**src/rtl/irq_controller_if.sv**
```systemverilog
// irq_controller_if
//   Bundles the interrupt request lines, the core-facing irq handshake and the
//   software config port of irq_controller.
//   master : the surrounding system (request sources, core, software bus)
//   slave  : irq_controller itself
//   src       NUM_SRC  request lines, 0->1 transition is one event
//   irq       1        interrupt request to the core
//   irq_addr  32       ISR vector of the selected source
//   irq_ack   1        1-cycle pulse from the core on ISR exit
//   cfg_we    1        config write strobe
//   cfg_addr  2        0=ENABLE 1=VBASE 2=PENDING 3=STATUS
//   cfg_wd    32       config write data
//   cfg_rd    32       config read data, combinational on cfg_addr
interface irq_controller_if #(
  parameter int NUM_SRC = 4
);
  logic [NUM_SRC-1:0] src;
  logic               irq;
  logic [31:0]        irq_addr;
  logic               irq_ack;
  logic               cfg_we;
  logic [1:0]         cfg_addr;
  logic [31:0]        cfg_wd;
  logic [31:0]        cfg_rd;

  modport master (
    output src, irq_ack, cfg_we, cfg_addr, cfg_wd,
    input  irq, irq_addr, cfg_rd
  );

  modport slave (
    input  src, irq_ack, cfg_we, cfg_addr, cfg_wd,
    output irq, irq_addr, cfg_rd
  );
endinterface

```
**src/rtl/irq_controller.sv**
```systemverilog
// irq_controller
//   Latches rising edges of enabled request lines as pending bits, picks the
//   lowest-index enabled pending source and holds irq with its ISR vector until
//   the core acknowledges. A one-cycle gap with irq low follows every ack.
//   clk   system clock, rising edge
//   rst   synchronous, active-high reset
//   bus   irq_controller_if.slave (request lines, core handshake, config port)
//
//   state  | meaning
//   IDLE   | no interrupt presented, waiting for an eligible pending source
//   ACTIVE | irq held high with irq_addr of cur_id until irq_ack
//   GAP    | one cycle of irq low after an ack so the core sees the drop
module irq_controller #(
  parameter int          NUM_SRC      = 4,
  parameter logic [31:0] VEC_BASE_RST = 32'h0000_0000,
  parameter int          VEC_SHIFT    = 4
) (
  input  logic             clk,
  input  logic             rst,
  irq_controller_if.slave  bus
);

  typedef enum logic [1:0] {
    IDLE   = 2'd0,
    ACTIVE = 2'd1,
    GAP    = 2'd2
  } state_t;

  localparam logic [1:0] A_ENABLE  = 2'd0;
  localparam logic [1:0] A_VBASE   = 2'd1;
  localparam logic [1:0] A_PENDING = 2'd2;
  localparam logic [1:0] A_STATUS  = 2'd3;

  state_t             state_q, state_d;
  logic [NUM_SRC-1:0] enable_q, enable_d;
  logic [31:0]        vbase_q, vbase_d;
  logic [NUM_SRC-1:0] pending_q, pending_d;
  logic [NUM_SRC-1:0] src_prev_q, src_prev_d;
  logic [3:0]         cur_id_q, cur_id_d;
  logic [31:0]        irq_addr_q, irq_addr_d;

  logic [NUM_SRC-1:0] rise;
  logic [NUM_SRC-1:0] elig;
  logic [NUM_SRC-1:0] w1c_mask;
  logic [NUM_SRC-1:0] ack_mask;
  logic [3:0]         sel_id;
  logic               ack_take;

  always_comb begin
    rise = bus.src & ~src_prev_q;
    elig = pending_q & enable_q;

    // Scan downwards so the lowest set index is the one left in sel_id.
    sel_id = 4'd0;
    for (int i = NUM_SRC - 1; i >= 0; i--) begin
      if (elig[i]) sel_id = 4'(i);
    end

    ack_take = (state_q == ACTIVE) && bus.irq_ack;
    ack_mask = '0;
    for (int i = 0; i < NUM_SRC; i++) begin
      ack_mask[i] = ack_take && (cur_id_q == 4'(i));
    end

    w1c_mask = '0;
    if (bus.cfg_we && bus.cfg_addr == A_PENDING) w1c_mask = bus.cfg_wd[NUM_SRC-1:0];
  end

  always_comb begin
    state_d    = state_q;
    enable_d   = enable_q;
    vbase_d    = vbase_q;
    cur_id_d   = cur_id_q;
    irq_addr_d = irq_addr_q;
    src_prev_d = bus.src;

    // A new edge wins over both clear sources in the same cycle.
    pending_d = (pending_q & ~(w1c_mask | ack_mask)) | (rise & enable_q);

    if (bus.cfg_we && bus.cfg_addr == A_ENABLE) enable_d = bus.cfg_wd[NUM_SRC-1:0];
    if (bus.cfg_we && bus.cfg_addr == A_VBASE)  vbase_d  = bus.cfg_wd;

    unique case (state_q)
      IDLE: begin
        if (elig != '0) begin
          cur_id_d   = sel_id;
          irq_addr_d = vbase_q + (32'(sel_id) << VEC_SHIFT);
          state_d    = ACTIVE;
        end
      end
      ACTIVE: begin
        if (bus.irq_ack) state_d = GAP;
      end
      GAP: begin
        state_d = IDLE;
      end
      default: begin
        state_d = IDLE;
      end
    endcase
  end

  always_ff @(posedge clk) begin
    if (rst) begin
      state_q    <= IDLE;
      enable_q   <= '0;
      vbase_q    <= VEC_BASE_RST;
      pending_q  <= '0;
      src_prev_q <= '0;
      cur_id_q   <= 4'd0;
      irq_addr_q <= 32'd0;
    end else begin
      state_q    <= state_d;
      enable_q   <= enable_d;
      vbase_q    <= vbase_d;
      pending_q  <= pending_d;
      src_prev_q <= src_prev_d;
      cur_id_q   <= cur_id_d;
      irq_addr_q <= irq_addr_d;
    end
  end

  assign bus.irq      = (state_q == ACTIVE);
  assign bus.irq_addr = irq_addr_q;

  always_comb begin
    bus.cfg_rd = 32'd0;
    unique case (bus.cfg_addr)
      A_ENABLE:  bus.cfg_rd = 32'(enable_q);
      A_VBASE:   bus.cfg_rd = vbase_q;
      A_PENDING: bus.cfg_rd = 32'(pending_q);
      A_STATUS:  bus.cfg_rd = {26'd0, state_q == ACTIVE, 1'b0, cur_id_q};
      default:   bus.cfg_rd = 32'd0;
    endcase
  end

endmodule

```
**src/flat_wrapper.sv**
```systemverilog
// flat-port wrapper written by rule: the top's interface ports become plain ports
module irq_controller_flat 
#(
  parameter int          NUM_SRC      = 4,
  parameter logic [31:0] VEC_BASE_RST = 32'h0000_0000,
  parameter int          VEC_SHIFT    = 4
)
  (clk, rst, bus_src, bus_irq_ack, bus_cfg_we, bus_cfg_addr, bus_cfg_wd, bus_irq, bus_irq_addr, bus_cfg_rd);
  irq_controller_if #(.NUM_SRC(NUM_SRC)) bus_i ();
  input  logic clk;
  input  logic rst;
  input wire logic [$bits(bus_i.src)-1:0] bus_src;
  input wire logic [$bits(bus_i.irq_ack)-1:0] bus_irq_ack;
  input wire logic [$bits(bus_i.cfg_we)-1:0] bus_cfg_we;
  input wire logic [$bits(bus_i.cfg_addr)-1:0] bus_cfg_addr;
  input wire logic [$bits(bus_i.cfg_wd)-1:0] bus_cfg_wd;
  output wire logic [$bits(bus_i.irq)-1:0] bus_irq;
  output wire logic [$bits(bus_i.irq_addr)-1:0] bus_irq_addr;
  output wire logic [$bits(bus_i.cfg_rd)-1:0] bus_cfg_rd;
  assign bus_i.src = bus_src;
  assign bus_i.irq_ack = bus_irq_ack;
  assign bus_i.cfg_we = bus_cfg_we;
  assign bus_i.cfg_addr = bus_cfg_addr;
  assign bus_i.cfg_wd = bus_cfg_wd;
  assign bus_irq = bus_i.irq;
  assign bus_irq_addr = bus_i.irq_addr;
  assign bus_cfg_rd = bus_i.cfg_rd;
  irq_controller #(.NUM_SRC(NUM_SRC), .VEC_BASE_RST(VEC_BASE_RST), .VEC_SHIFT(VEC_SHIFT)) u_core (.clk(clk), .rst(rst), .bus(bus_i));
endmodule
```
**config.mk**
```make
export PLATFORM = sky130hd
export DESIGN_NAME = irq_controller_flat
export DESIGN_NICKNAME = d
export VERILOG_FILES = /design/src/rtl/irq_controller_if.sv /design/src/rtl/irq_controller.sv /design/src/flat_wrapper.sv
export SDC_FILE = /design/constraint.sdc
export NUM_CORES = 1
export LEC_CHECK = 0
export BUFFER_PORTS_ARGS = -buffer_cell sky130_fd_sc_hd__buf_4
export CAP_MARGIN = 20
export CORE_UTILIZATION = 40
export CTS_BUF_LIST = sky130_fd_sc_hd__clkbuf_2
export DETAILED_ROUTE_END_ITERATION = 12
export MAX_ROUTING_LAYER = met4
export PLACE_DENSITY = 0.73
export SYNTH_ARGS = -nofsm -noshare
export SYNTH_HDL_FRONTEND = slang
export SYNTH_SLANG_ARGS = --single-unit
export TNS_END_PERCENT = 10
```
**constraint.sdc**
```tcl
create_clock -name clk -period 7.22 [get_ports clk]
set_input_delay 0 -clock clk [delete_from_list [all_inputs] [get_ports clk]]
set_output_delay 0 -clock clk [all_outputs]
set_load 0.03 [all_outputs]
```
==> flow_summary_export.csv, run 1 <==
group,metric,value,unit
run_status,status,"finished clean",
finish,area_delta_synth_final,41.1,%
grt,track_usage,0.235,
grt,antenna_found_initial,0,
floorplan,start_util,0.411,
yosys,synth_seq_cells,80,
clock_tree,clkTransAtPathRegs,230,ps
min_path,hold_depth,4,
yosys,synth_ff_type,"dfxtp_1",
setup_path,cp.arrival,3620,ps
setup_path,path_cells,"nand2_1 -> a32oi_1 -> a21oi_1 -> ha_1 -> inv_1 -> fa_1 -> nand4b_2 -> or4_1 -> or4_1 -> a31oi_1",
clock_tree,clk_latency,520,ps
yosys,syn-cell-area,3780,um2
finish,design_area,5330,um2
finish,antenna_cells,0,
setup_path,cp_num_buf_inv,1,
clock_tree,post_cts_buffers,0,
sta,setup_tns,0,ps
placed_design,gp_congestion,0.850,
grt,grt_pass1_vias,3805,
setup_path,r2r_slack,4070,ps
floorplan,die_x,99.2,um
clock_tree,htreeDepth,3,
route,firstDrtPassIters,5,
finish,nNetsFinal,660,
power,powerDensity,155,nW/um2
power,irDropWorstVdd,77.0,uV
setup_path,crit_family,"simple AND/OR/NAND/NOR gates",
floorplan,die_h,99.2,um
sta,setup-violations-final,0,
route,ant_nets,0,
min_path,hold_path.startpoint,"bus_cfg_we",
setup_path,critPathMaxFanout,8,
placed_design,io_buffers,106,
sta,slew_viol_final,0,
placed_design,dp_hpwl,7500,um
floorplan,die_area,9840,um2
setup_path,reg2reg_depth,10,
yosys,yosysUniqueCellTypes,46,
setup_path,r2r_start,"u_core.enable_q[2]",
route,num_vias,4021,
grt,grt_max_degree,64,
route,wl,11200,um
finish,num-fill-cells,835,
power,leakagePower,0.00211,uW
sta,grt_setup_unrepaired,"false",
sta,period_needed,3150,ps
setup_path,cp-start-kind,"flip-flop",
clock_tree,root_buffer,"clkbuf_2",
run,cap_violations,0,
yosys,ys_seq_area_frac,0.424,
finish,layout-drive-gt1-share,0.215,
floorplan,fp.coreArea,9200,um2
floorplan,boundaryPins,107,
sta,worst_slew_pin_slew,1050,ps
clock_tree,clockBufferDepth,2,
setup_path,cp_slowest_cell,"or4_1",
setup_path,criticalPathCategory,"flip-flop to flip-flop",
route,avgViaCountPerCell,5.50,
setup_path,r2r-end,"u_core.bus.irq_addr[24]",
finish,multi_input_area,2040,um2
yosys,async_flop_share,0,
sta,maxClockFrequency,0.317,GHz
route,drc,0,
finish,area.sequential,1600,um2
route,wl_per_cell,15.3,um
clock_tree,cts.sinks,80,
route,initialDrtViolationCount,212,
sta,min_period_over_period,0.436,
min_path,hold_class,"input port to flip-flop",
clock_tree,cts_inserted_buffers,9,
yosys,syn-num-nets,517,
grt,grt_pass1_wl,18000,um
setup_path,critPathMaxStageDelay,670,ps
sta,timing.final.ws_setup,4070,ps
sta,finalHoldViolations,0,
yosys,synth_edf_count,0,
setup_path,crit_required,7690,ps
clock_tree,tritoncts,"done",
setup_path,cp-end-kind,"flip-flop",
yosys,yosys_warnings,0,
floorplan,row_count,35,
grt,grt_overflow_total,0,
sta,skew,27.0,ps
min_path,worstHoldEndpoint,"u_core.vbase_q[5]",
yosys,synth_cells,472,
yosys,syn_avg_cell_area,8.01,um2
sta,relSlewSlack,0.292,
placed_design,place_ws,4160,ps
placed_design,place_area,4620,um2
setup_path,path_common_cell,"or4_1",
-- report_power, final --
group	internal, uW	switching, uW	leakage, uW
Clock	112	157	0.0000791
Combinational	49.9	42.9	0.00138
Sequential	452	12.5	0.000648
-- cells in the mapped netlist (4+ instances only) --
master     n  area [um2]
a211oi_1   9        67.6
a21oi_1   50         250
a31oi_1   12        75.1
and2_1    28         175
and3_1     4        25.0
clkbuf_1  30         113
dfxtp_1   80        1600
inv_1      8        30.0
mux2i_1    8        80.1
nand2_1   92         345
nand3_1   11        55.1
nand4_1    7        43.8
nor2_1    18        67.6
nor2b_1   11        68.8
nor3_1     6        30.0
nor4_1     4        25.0
o21ai_0   23         115
o31ai_1    8        60.1
or4_1     10        75.1
xnor2_1    9        78.8
-- per-stage QoR --
step           power (uW)  std cells  hold slack (ps)   util
2_1_floorplan         508        472              128      -
3_3_place_gp          541        659              227  0.503
3_5_place_dp          542        659              231  0.503
4_1_cts               826        730             30.9  0.577
5_1_grt               857        731             5.10  0.580
6_report              826        731             9.98  0.580
-- placed cells by master (no fill, tap or decap), types with 9 or more instances in the layout --
| cell | n |
|---|---|
| or4_1 | 10 |
| a31oi_1 | 12 |
| nor2_1 | 18 |
| nand2_1 | 92 |
| nand3_1 | 11 |
| clkbuf_2 | 9 |
| dlygate4sd3_1 | 55 |
| and2_1 | 28 |
| nor2b_1 | 10 |
| a21oi_1 | 50 |
| a211oi_1 | 9 |
| buf_4 | 109 |
| dfxtp_1 | 80 |
| xnor2_1 | 9 |
| o21ai_0 | 23 |
-- tightest hold or removal path: stages --
cell,delay (ps)
buf_4,100
nand2_1,210
nand2_1,140
a21oi_1,60
-- cell type report --
cell class,count,share of cell area
clock inverter,7,0.0162
timing repair buffer,165,0.262
multi-input combinational,351,0.382
sequential,80,0.300
inverter,8,0.00563
clock buffer,9,0.00844
tap,111,0.0260
-- worst max path at each step --
stage | startpoint | slack, ps | cells after the start | endpoint
after floorplan | u_core.enable_q[3] | 4450 | 10 | u_core.bus.irq_addr[22]
after global placement | u_core.enable_q[3] | 4270 | 9 | u_core.bus.irq_addr[24]
after detailed placement | u_core.enable_q[2] | 4160 | 10 | u_core.bus.irq_addr[24]
after CTS | u_core.enable_q[2] | 4090 | 10 | u_core.bus.irq_addr[24]
after global routing | u_core.enable_q[2] | 3790 | 10 | u_core.bus.irq_addr[22]
final | u_core.enable_q[2] | 4070 | 10 | u_core.bus.irq_addr[24]
-- sequential cells by signal, summed over array words and instances, names as in the netlist --
name / cells
u_core.bus.irq_addr: 32
u_core.cur_id_q: 2
u_core.enable_q: 4
u_core.pending_q: 4
u_core.src_prev_q: 4
u_core.state_q: 2
u_core.vbase_q: 32
-- cells by family (layout without fill, tap and decap cells) --
| family | Yosys count | in the layout | share of synthesized area |
|---|---|---|---|
| XOR/XNOR | 11 | 11 | 0.0255 |
| buffers and inverters | 41 | 189 | 0.0414 |
| flip-flops | 80 | 80 | 0.424 |
| multiplexers | 10 | 10 | 0.0331 |
| AO/OA/AOI/OAI | 118 | 118 | 0.186 |
| AND/OR/NAND/NOR | 209 | 209 | 0.279 |
| adder cells (fa/ha/maj) | 3 | 3 | 0.0119 |
-- routing by layer --
metal	wire, um	GRT usage	vias up
met4	184	0.0860	0
li1	-	-	1945
met3	582	0.0365	22
met5	0	-	-
met1	4810	0.277	1920
met2	5610	0.405	134
-- timing repair --
item	in CTS	in global routing
hold buffers	55	0
endpoints found under the hold margin	48	0
gates resized for setup	0	0
(Power assumes the default switching activity.)
==> run 2, diff against run 1 <==
--- a/config.mk
+++ b/config.mk
@@ -11,7 +11,7 @@
 export CTS_BUF_LIST = sky130_fd_sc_hd__clkbuf_2
 export DETAILED_ROUTE_END_ITERATION = 12
 export MAX_ROUTING_LAYER = met4
-export PLACE_DENSITY = 0.73
+export PLACE_DENSITY = 0.75
 export SYNTH_ARGS = -nofsm -noshare
 export SYNTH_HDL_FRONTEND = slang
 export SYNTH_SLANG_ARGS = --single-unit
==> constraint.sdc (replaced) <==
create_clock -name clk -period 2.7 [get_ports clk]
set_input_delay 0 -clock clk [delete_from_list [all_inputs] [get_ports clk]]
set_output_delay 0 -clock clk [all_outputs]
set_load 0.03 [all_outputs]
==> run 2 against run 1 <==
Wire length up 4.4%. Total power grew to 2.8 times the previous value. Core utilization up 2.9 points. Largest cell class unchanged. Worst hold slack better by 19 ps. Fmax rose by 20%. Count of clock-buffer cells in the layout grew 1. Global-route usage increased by 1.2 points. Combinational power rose to 2.8 times the previous value.
==> flow_summary_export.csv, run 2 (synthesis gave the netlist of run 1 again) <==
group,metric,value,unit
run_status,status,"finished clean",
clock_tree,post_cts_buffers,0,
floorplan,row_count,35,
finish,final_util,0.609,
clock_tree,tritoncts,"done",
grt,grt_most_used_layer,"met2",
finish,area_delta_synth_final,48.2,%
finish,multi_input_area,2060,um2
grt,grt_pass1_wl,18700,um
sta,relSlewSlack,0.392,
sta,skew,26.2,ps
placed_design,place_ws,12.0,ps
finish,layout_common_cells,"buf_4 (124), nand2_1 (92), dfxtp_1 (78)",
clock_tree,clkTransAtPathRegs,230,ps
sta,grt_setup_unrepaired,"true",
run,cap_violations,0,
clock_tree,clockBufferDepth,2,
route,drc,0,
setup_path,path_cells,"nand2_1 -> a32oi_1 -> a21oi_1 -> ha_2 -> inv_1 -> fa_2 -> nand4b_4 -> or4_4 -> or4_1 -> a31oi_1",
sta,period_needed,2620,ps
clock_tree,cts_inserted_buffers,9,
sta,worst_slew_pin_slew,911,ps
route,ant_nets,0,
setup_path,cp.arrival,3060,ps
grt,use_met1,0.291,
finish,nNetsFinal,687,
setup_path,crit_required,3140,ps
clock_tree,clk_latency,510,ps
floorplan,die_area,9840,um2
clock_tree,htreeDepth,3,
floorplan,die_x,99.2,um
floorplan,boundaryPins,107,
power,comb_power_share,0.114,
placed_design,dp_hpwl,7700,um
sta,maxClockFrequency,0.382,GHz
power,irDropWorstVdd,288,uV
setup_path,critPathMaxStageDelay,470,ps
grt,gr-usage-met3,0.0450,
grt,track_usage,0.247,
route,wl,11700,um
sta,setup-violations-final,0,
floorplan,start_util,0.411,
grt,use_met2,0.416,
power,p_int,1750,uW
setup_path,criticalPathCategory,"flip-flop to flip-flop",
clock_tree,cts.sinks,80,
setup_path,cp_slowest_cell,"or4_4",
finish,antenna_cells,0,
power,pwr-share-seq,0.534,
grt,grt_pass1_vias,3963,
setup_path,cp-start-kind,"flip-flop",
setup_path,critPathMaxFanout,7,
sta,slew_viol_final,0,
floorplan,die_h,99.2,um
power,power_switching,575,uW
route,initialDrtViolationCount,227,
power,total_power,2330,uW
route,wl_per_cell,15.4,um
power,leakagePower,0.00227,uW
route,num_vias,4069,
floorplan,fp.coreArea,9200,um2
finish,area.sequential,1600,um2
placed_design,gp_congestion,0.949,
setup_path,crit_family,"simple AND/OR/NAND/NOR gates",
grt,antenna_found_initial,0,
grt,grt_overflow_total,0,
route,avgViaCountPerCell,5.37,
power,swShare,0.247,
finish,layout-drive-gt1-share,0.238,
sta,timing.final.ws_setup,81.3,ps
clock_tree,root_buffer,"clkbuf_2",
placed_design,io_buffers,106,
power,powerDensity,415,nW/um2
setup_path,cp_num_buf_inv,1,
power,p_clk_frac,0.353,
sta,min_period_over_period,0.970,
route,firstDrtPassIters,5,
grt,grt_max_degree,58,
min_path,hold_class,"input port to flip-flop",
finish,layout_commonest_cell,"buf_4",
setup_path,cp-end-kind,"flip-flop",
sta,finalHoldViolations,0,
finish,num-fill-cells,796,
==> run 2: power by group through the flow <==
stage / Sequential (uW) / Combinational (uW) / Clock (uW)
2_1_floorplan: 1260 / 101 / 0
4_1_cts: 1240 / 260 / 825
3_5_place_dp: 1260 / 194 / 0
5_1_grt: 1250 / 284 / 889
3_3_place_gp: 1260 / 191 / 0
6_report: 1240 / 264 / 820
==> run 2: stage by stage <==
step,hold WS (ps),area [um2],TNS [ps],std cells
after floorplan,128,3790,0,472
after global placement,228,4750,0,674
after detailed placement,235,4750,0,674
after CTS,4.88,5590,0,758
after global routing,10.3,5600,-20.5,758
final,29.1,5600,0,758
==> run 2: cell type report <==
| type | count | share of cell area |
|---|---|---|
| Sequential cell | 80 | 0.286 |
| Timing Repair Buffer | 192 | 0.288 |
| Inverter | 8 | 0.00536 |
| Tap cell | 111 | 0.0248 |
| Clock buffer | 10 | 0.00893 |
| Multi-Input combinational cell | 351 | 0.368 |
| Clock inverter | 6 | 0.0192 |
==> run 2: metal layers <==
metal / share of wire / vias to the layer above
met5: 0 / -
met4: 0.023 / 0
met3: 0.062 / 33
met2: 0.49 / 168
met1: 0.43 / 1870
li1: - / 1998
==> run 2: repair_timing <==
| item | 4_1_cts | 5_1_grt |
|---|---|---|
| endpoints found under the setup margin | 4 | 6 |
| gates resized for setup | 2 | 4 |
| hold buffers | 68 | 0 |
| pin swaps | 0 | 2 |
| hold endpoints to repair | 51 | 0 |
==> run 2: worst register-to-register path, cell delays in order (launching register included) <==
cell      delay (ps)
dfxtp_1          370
nand2_1           70
a32oi_1          130
a21oi_1          170
ha_2             200
inv_1             50
fa_2             340
nand4b_4         190
or4_4            470
or4_1            410
a31oi_1          160
==> run 2: path summary, 6_finish.rpt <==
check,from,end,slack [ps],cells past startpoint
max,u_core.pending_q[2],u_core.bus.irq_addr[22],80,10
min,bus_cfg_addr[0],u_core.enable_q[1],30,4
max reg2reg,u_core.pending_q[2],u_core.bus.irq_addr[22],80,10
min reg2reg,u_core.bus.irq_addr[0],u_core.bus.irq_addr[0],470,2
==> run 3, diff against run 2 <==
--- a/config.mk
+++ b/config.mk
@@ -7,6 +7,7 @@
 export LEC_CHECK = 0
 export BUFFER_PORTS_ARGS = -buffer_cell sky130_fd_sc_hd__buf_4
 export CAP_MARGIN = 20
+export CORE_MARGIN = 3
 export CORE_UTILIZATION = 40
 export CTS_BUF_LIST = sky130_fd_sc_hd__clkbuf_2
 export DETAILED_ROUTE_END_ITERATION = 12
==> run 3 against run 2 <==
Cell count shrank 0.26%. Setup slack better by 16 ps. Worst hold slack gained 6.9 ps. Sequential power is essentially flat. Clock power decreased by 20%. Die area is 8.2% higher. Critical path type unchanged.
==> flow_summary_export.csv, run 3 (synthesis gave the netlist of run 1 again) <==
group,metric,value,unit
route,ant_nets,0,
setup_path,critPathMaxFanout,5,
power,irDropWorstVdd,267,uV
clock_tree,htreeDepth,3,
sta,skew,34.9,ps
sta,setup-violations-final,0,
sta,min_period_over_period,0.964,
route,initialDrtViolationCount,158,
grt,grt_max_degree,64,
power,p_clk_frac,0.302,
power,comb_power_share,0.122,
floorplan,die_h,103,um
placed_design,gp_congestion,0.918,
clock_tree,cts.sinks,80,
placed_design,io_buffers,106,
sta,slew_viol_final,0,
clock_tree,clockBufferDepth,2,
finish,layout_commonest_cell,"buf_4",
sta,finalHoldViolations,0,
floorplan,die_area,10700,um2
finish,layout-drive-gt1-share,0.235,
sta,worst_slew_pin_slew,648,ps
floorplan,row_count,34,
route,avgViaCountPerCell,5.31,
power,pwr-share-seq,0.576,
route,wl,12100,um
run_status,status,"finished clean",
sta,setup_tns,0,ps
setup_path,criticalPathCategory,"flip-flop to flip-flop",
setup_path,worstSetupStartpoint,"u_core.pending_q[2]",
setup_path,cp-end-kind,"flip-flop",
sta,relSlewSlack,0.568,
min_path,hold_class,"input port to flip-flop",
placed_design,placedCellCount,668,
sta,maxClockFrequency,0.384,GHz
setup_path,r2r_start,"u_core.pending_q[2]",
setup_path,crit_required,3180,ps
sta,grt_setup_unrepaired,"true",
clock_tree,post_cts_buffers,0,
clock_tree,tritoncts,"done",
grt,grt_overflow_total,0,
floorplan,start_util,0.423,
finish,nNetsFinal,687,
power,leakagePower,0.00226,uW
route,num_vias,4012,
floorplan,fp.coreArea,8930,um2
power,powerDensity,386,nW/um2
finish,layout_common_cells,"buf_4 (120), nand2_1 (92), dfxtp_1 (77)",
finish,area_delta_synth_final,47.7,%
clock_tree,cts_inserted_buffers,9,
placed_design,dp_hpwl,7870,um
setup_path,cp-start-kind,"flip-flop",
grt,track_usage,0.244,
grt,antenna_found_initial,1,
power,power_switching,592,uW
finish,instances_no_fill,756,
floorplan,die_x,103,um
min_path,hold_path.startpoint,"bus_cfg_we",
grt,grt_pass1_wl,19800,um
route,firstDrtPassIters,4,
floorplan,boundaryPins,107,
route,wl_per_cell,15.9,um
grt,grt_pass1_vias,4088,
power,p_int,1570,uW
run,cap_violations,0,
route,drc,0,
sta,period_needed,2600,ps
clock_tree,clk_latency,540,ps
clock_tree,clkTransAtPathRegs,220,ps
power,swShare,0.275,
clock_tree,root_buffer,"clkbuf_2",
setup_path,cp.arrival,3080,ps
==> run 3: worst paths after layout <==
check,to,cells after the start,slack (ps)
worst max-delay path,u_core.bus.irq_addr[28],10,100
worst min-delay path,u_core.vbase_q[0],5,40
worst max register to register,u_core.bus.irq_addr[28],10,100
worst min register to register,u_core.bus.irq_addr[3],2,480
==> run 3: layout make-up <==
type	count	area, um2
diodes	1	2.50
repair buffers	192	1630
clock inverters	7	71.3
well taps	108	135
flip-flops and latches	80	1610
clock buffers	9	45.0
fillers	792	3350
multi-input cells	351	2060
inverters	8	30.0
==> run 3: routing by layer <==
layer / global-route usage / vias to the layer above / part of all wire / wire length, um
li1: - / 2003 / - / -
met1: 0.297 / 1842 / 0.43 / 5150
met2: 0.399 / 145 / 0.50 / 5990
met3: 0.0456 / 22 / 0.056 / 672
met4: 0.0996 / 0 / 0.021 / 248
met5: - / - / 0 / 0
==> run 3: through the flow <==
stage               hold slack [ps]  utilization  setup WS, ps  cell area, um2  total power (uW)
floorplan                       128            -          48.1            3790              1360
global placement                227        0.530          55.3            4730              1450
detailed placement              233        0.530         -58.1            4730              1460
CTS                            5.33        0.624          70.7            5570              2150
global route                   8.15        0.625         -68.0            5580              2250
finish                         36.0        0.625          97.5            5580              2160
==> run 3: worst max-delay path: stages, from the launching register on <==
cell	delay [ps]
dfxtp_2	370
nand2_1	70
a32oi_1	120
a21oi_1	160
ha_2	200
inv_1	50
fa_2	360
nand4b_4	200
or4_4	450
or4_1	400
a31oi_1	160
==> run 3: repair_timing <==
item,CTS,global route
pin swaps,4,1
hold buffers,71,0
endpoints found under the setup margin,4,5
hold endpoints to repair,53,0
resized for setup,5,2
==> run 3: power groups by stage <==
| stage | combinational [uW] | sequential [uW] | clock (uW) |
|---|---|---|---|
| after detailed placement | 192 | 1260 | 0 |
| after floorplan | 101 | 1260 | 0 |
| final | 264 | 1240 | 652 |
| after CTS | 259 | 1240 | 655 |
| after global routing | 287 | 1250 | 714 |
| after global placement | 190 | 1260 | 0 |
